File: config.mk
export PLATFORM = sky130hd
export DESIGN_NAME = pipeline_debug_dumper
export DESIGN_NICKNAME = d
export VERILOG_FILES = /design/src/rtl/pipeline_debug_dumper.sv
export SDC_FILE = /design/constraint.sdc
export NUM_CORES = 2
export LEC_CHECK = 0
export ABC_AREA = 1
export BUFFER_PORTS_ARGS = -buffer_cell sky130_fd_sc_hd__buf_2
export CELL_PAD_IN_SITES_DETAIL_PLACEMENT = 0
export CELL_PAD_IN_SITES_GLOBAL_PLACEMENT = 1
export CORE_AREA = 2 2 570 572
export DETAILED_ROUTE_END_ITERATION = 12
export DIE_AREA = 0 0 572 574
export GPL_TIMING_DRIVEN = 0
export HOLD_SLACK_MARGIN = 0.08
export PLACE_DENSITY_LB_ADDON = 0.1
export SLEW_MARGIN = 20
export SYNTH_ARGS = -nofsm -noshare
export SYNTH_HDL_FRONTEND = slang
export SYNTH_SLANG_ARGS = --single-unit
File: constraint.sdc
create_clock -name clk -period 53.4 [get_ports clk]
set_input_delay 5.34 -clock clk [delete_from_list [all_inputs] [get_ports clk]]
set_output_delay 5.34 -clock clk [all_outputs]
set_load 0.005 [all_outputs]
File: src/rtl/pipeline_debug_dumper.sv
// Debug reader for the five-stage pipeline's observation buses.
// It owns the pipeline enable line (continuous-run / single-step). On request it
// freezes the pipeline and takes one coherent snapshot of the pipeline state.
// The snapshot is streamed MSB-first, one byte at a time, over a valid/ready
// handshake to the debug UART transmitter.
module pipeline_debug_dumper #(
  parameter logic [7:0] HEADER      = 8'hA5,
  parameter int         FRAME_BYTES = 181
) (
  input  logic          clk,
  input  logic          rst,
  input  logic          mode_cont,
  input  logic          step_req,
  input  logic          dump_req,
  input  logic [7:0]    pc,
  input  logic [31:0]   instruccion,
  input  logic [39:0]   if_id,
  input  logic [143:0]  id_ex,
  input  logic [79:0]   ex_m,
  input  logic [79:0]   m_wb,
  input  logic [1023:0] registros,
  output logic          pipe_enable,
  output logic [7:0]    tx_data,
  output logic          tx_valid,
  input  logic          tx_ready,
  output logic          busy,
  output logic [31:0]   cycle_count
);

  localparam int FRAME_BITS = FRAME_BYTES * 8;

  typedef enum logic [1:0] {
    IDLE,
    STEP,
    CAPTURE,
    SEND
  } state_t;

  state_t                r_state;
  logic [FRAME_BITS-1:0] r_shift;
  logic [7:0]            r_byte_idx;
  logic                  r_tx_valid;
  logic [31:0]           r_cycle_count;

  logic                  w_pipe_enable;
  logic                  w_accept;
  logic                  w_last_byte;
  logic [FRAME_BITS-1:0] w_snapshot;

  // The pipeline only advances while idle in continuous mode, or for the one STEP cycle.
  assign w_pipe_enable = ((r_state == IDLE) && mode_cont) || (r_state == STEP);

  assign w_accept    = r_tx_valid && tx_ready;
  assign w_last_byte = (r_byte_idx == 8'(FRAME_BYTES - 1));

  // The frame layout: header first, then the counter, then the pipeline state from front to back.
  assign w_snapshot = {HEADER, r_cycle_count, pc, instruccion,
                       if_id, id_ex, ex_m, m_wb, registros};

  assign pipe_enable = w_pipe_enable;
  assign tx_valid    = r_tx_valid;
  assign tx_data     = r_shift[FRAME_BITS-1 -: 8];
  assign busy        = (r_state != IDLE);
  assign cycle_count = r_cycle_count;

  // Control FSM: request arbitration, snapshot load and byte streaming with backpressure.
  always_ff @(posedge clk or posedge rst) begin
    if (rst) begin
      r_state    <= IDLE;
      r_shift    <= '0;
      r_byte_idx <= 8'd0;
      r_tx_valid <= 1'b0;
    end else begin
      case (r_state)
        IDLE: begin
          if (step_req && !mode_cont) begin
            r_state <= STEP;
          end else if (dump_req) begin
            r_state <= CAPTURE;
          end
        end
        STEP: begin
          r_state <= CAPTURE;
        end
        CAPTURE: begin
          r_shift    <= w_snapshot;
          r_byte_idx <= 8'd0;
          r_tx_valid <= 1'b1;
          r_state    <= SEND;
        end
        SEND: begin
          if (w_accept) begin
            r_shift <= r_shift << 8;
            if (w_last_byte) begin
              r_byte_idx <= 8'd0;
              r_tx_valid <= 1'b0;
              r_state    <= IDLE;
            end else begin
              r_byte_idx <= r_byte_idx + 8'd1;
            end
          end
        end
        default: begin
          r_state    <= IDLE;
          r_tx_valid <= 1'b0;
        end
      endcase
    end
  end

  // Count every edge at which the pipeline was enabled; wraps naturally at 32 bits.
  always_ff @(posedge clk or posedge rst) begin
    if (rst) begin
      r_cycle_count <= 32'd0;
    end else if (w_pipe_enable) begin
      r_cycle_count <= r_cycle_count + 32'd1;
    end
  end

endmodule

==> results.txt <==
After legalization and detailed placement, the total HPWL measured 282000 µm. The placeable core area came out at 323000 µm². Of the cells placed in the final design, the portion with a size suffix greater than 1 is 0.212. The worst setup path is captured at an output port.

The detailed router placed approximately 66000 vias in this run. The number of instances resized during post-cts repair came out at 0. The initial antenna violation count is 407. The highest ir drop seen on vdd came out at 0.0000241 V. The most used cell along the critical path is buf_2.

The gate count of the mapped netlist is just over 8000. TritonCTS built the clock tree. The post-detailed-route DRC marker count came out at 0. Setup repair after global routing left no endpoint under its margin.

When the netlist entered floorplanning its net count stood at 9611. After clock tree synthesis, the setup repair step added 0 buffers. approximately 1500 I/O pins were placed.

The global-route usage over all layers came out at 0.208. The starting utilization of the core area is 0.208. The worst path arrival time came out at 6.31 ns. The TritonCTS buffer count is 196.

The final-report setup violation count came out at 0. The first global-routing pass estimated 495000 µm of wire. The total buffers and inverters traversed by the critical path came out at 3.

The vertical extent of the die came out at ~570 µm. The later-pin clock latency in the skew report came out at 0.86 ns. In this run, placement finished with an instance count of around 14000. The number of optimization iterations in the first detailed-route pass is 6.

The violation count after the first detailed-route iteration is 4239. The H-tree generated during clock tree synthesis spans 4 levels. The final standard cell count with taps included and fillers excluded came out at around 14000. The average instance in the mapped netlist occupies 8.19 µm².

The clock arrives with roughly 0.046 ns of skew. The cell family contributing the most delay on the critical path is buffers and inverters. The largest area contributor in the synthesized netlist is dfrtp_1. The total of warnings raised by yosys is 0.

The flow ran to the end, and the final reports show no timing, DRC or antenna violations. The share of synthesized area in the top cell type comes to 0.556. The worst setup path is launched from an input port. The sum of routed wire length over all layers came out at 351000 µm. The synthesized netlist contains 24 unique library cells.

The post-place instance area came out at 80300 µm². CTS placed an instance of clkbuf_16 at the clock tree root. The number of max-slew violations in the final report is 0. The post-detailed-route via-to-cell ratio came out at 4.54. The critical path goes through buf_2 > nand2_1 > nand2_1 > buf_2 > buf_2. The hold buffer count at cts is 0. The count of buffers added on input and output ports is 1456. The clock input transition at the sequential cells of the worst setup and hold paths came out at 0.05 ns. The worst setup slack after placement is roughly 42 ns. By area the synthesized netlist is led by dfrtp_1, nand2_1, a31oi_1. The standard-cell row count is 209. The count of state elements after synthesis came out at 1491.

The floorplan die width is approximately 570 µm. Once layout is done, the placed cells without fillers occupy 86900 µm². The growth of design area from synthesis to finish is 29.6%.

The slowest stage of the critical path belongs to the cell buf_2. Dividing total power by cell area gives a power density of about 66 nW/µm². The max-capacitance violation count is 0. The overflow left after global routing came out at 0. The number of clock sinks is 1491. The peak fanout along the critical path is 10. Entering global routing, the biggest net connects between 90 and 100 pins. The tightest hold margin is 0.477 ns.

The required time of the worst setup path came out at 48.06 ns. The global placement routability congestion came out at 0.842. The largest single stage delay on the critical path is 0.34 ns.

For this design the static power due to leakage is 39.1 nW. The worst path setup slack after routing is 41.75 ns. The area of the die is 328000 µm².

The post-synthesis instance area is 67100 µm². The net count of the finished layout came out at 11300. Subtracting the final worst setup slack from the clock period gives between 10 and 15 ns. For this run, the register share of the synthesized area comes to 0.556. The total negative slack for setup checks is 0 ns.

The post-route clock period utilization came out at 0.218. The number of hold-slack violations in the final timing report is 0. The achievable clock frequency came out at 85.8 MHz.

The detailed-route wire length per cell is ~24 µm. The max-slew headroom at the worst pin came out at 0.427. For the pin with the worst max-slew slack, the measured transition is 0.859 ns.

The remaining number of nets flagged by the antenna check after routing came out at 0. The setup path with the least slack is of type input port to output port. The via count of the first global-routing pass came out at 68500. The worst hold path belongs to the class flop to flop.

The maximum buffer depth of the clock tree came out at 4.
-- registers in the layout (all words and copies together), names as in the netlist --
register,cells
cycle_count,32
r_byte_idx,8
r_shift,1448
r_state,2
tx_valid,1
-- layout make-up --
cell class / instances / area (µm²)
Buffer: 650 / 3170
Inverter: 44 / 175
Clock inverter: 30 / 378
Multi-Input combinational cell: 6004 / 26400
Fill cell: 36000 / 236000
Clock buffer: 314 / 5920
Tap cell: 4325 / 5410
Sequential cell: 1491 / 37300
Timing Repair Buffer: 1474 / 7780
Antenna cell: 136 / 340
-- cells by family after synthesis --
family / share of synthesized area
adders and majority gates: 0.00149
AOI/OAI and AO/OA: 0.135
and+or+nand+nor: 0.254
DFF: 0.556
xor gates and xnor gates: 0.00261
buffers and inverters: 0.0498
-- synth_stat cells (all sizes together) --
master     n
a21oi      4
a31oi   1426
buf      376
clkbuf   274
dfrtp   1491
ha         8
inv       44
nand2   3002
nand3     28
nand3b     6
nand4      6
nor2    1477
nor3       4
o211ai     8
o21a       1
o21ai     14
xnor2      7
xor2      13
-- routing by layer --
metal | vias to the layer above | routed length (µm) | track usage
met5 | - | 1430 | 0
met4 | 232 | 12200 | 0.0727
met3 | 859 | 29900 | 0.0645
met2 | 2119 | 168000 | 0.352
met1 | 31800 | 139000 | 0.246
li1 | 30800 | - | -
-- worst register-to-register path, stage by stage, from the launching register on --
cell and delay (ns):
dfrtp_1 0.42, ha_1 0.21, buf_4 0.20, inv_4 0.33
nand2_2 0.17, nand2_2 0.14, buf_4 0.51, buf_2 0.54
buf_2 0.34, a31oi_1 0.13
-- layout by cell type (no fill, tap or decap), types with 5 or more instances in the layout --
cell type	netlist	routed
inv_1	43	42
xor2_1	13	13
nand2_1	3000	3000
dfrtp_1	1491	1491
buf_6	12	12
nand3b_1	6	6
o211ai_1	8	8
ha_1	8	8
diode_2	0	136
clkinv_2	0	14
clkbuf_16	0	196
nor2_1	1475	1475
nand3_1	28	28
nand4_1	6	6
clkbuf_8	0	57
xnor2_1	7	7
buf_16	0	18
clkbuf_1	274	335
bufinv_16	0	5
a31oi_1	1426	1426
buf_2	267	1723
o21ai_0	14	14
buf_1	15	15
buf_4	82	82
-- report_power, final --
part           internal [W]  leakage (nW)  switching (W)  total (W)
Sequential          0.00171          16.6       0.000329    0.00204
Combinational      0.000798          19.4        0.00156    0.00236
Clock              0.000778          3.08       0.000546    0.00132
-- metrics by stage --
stage	utilization	power (W)
after global routing	0.269	0.00620
after floorplan	-	0.00360
after CTS	0.268	0.00582
after global placement	0.247	0.00444
final	0.269	0.00572
after detailed placement	0.249	0.00445
-- path summary, 6_finish.rpt --
check | startpoint | end | slack (ns) | cells past startpoint
worst max-delay path | mode_cont | pipe_enable | 41.75 | 5
worst min-delay path | r_shift[4]$_DFFE_PP0P_ | r_shift[4]$_DFFE_PP0P_ | 0.48 | 2
worst max register to register | r_state[0]$_DFFE_PP0P_ | r_shift[288]$_DFFE_PP0P_ | 50.29 | 9
worst min register to register | r_shift[4]$_DFFE_PP0P_ | r_shift[4]$_DFFE_PP0P_ | 0.48 | 2
max in group asynchronous | rst | r_shift[1232]$_DFFE_PP0P_ | 46.21 | 7
min in group asynchronous | rst | r_shift[583]$_DFFE_PP0P_ | 4.48 | 2
Power figures use the tool's default switching activity.
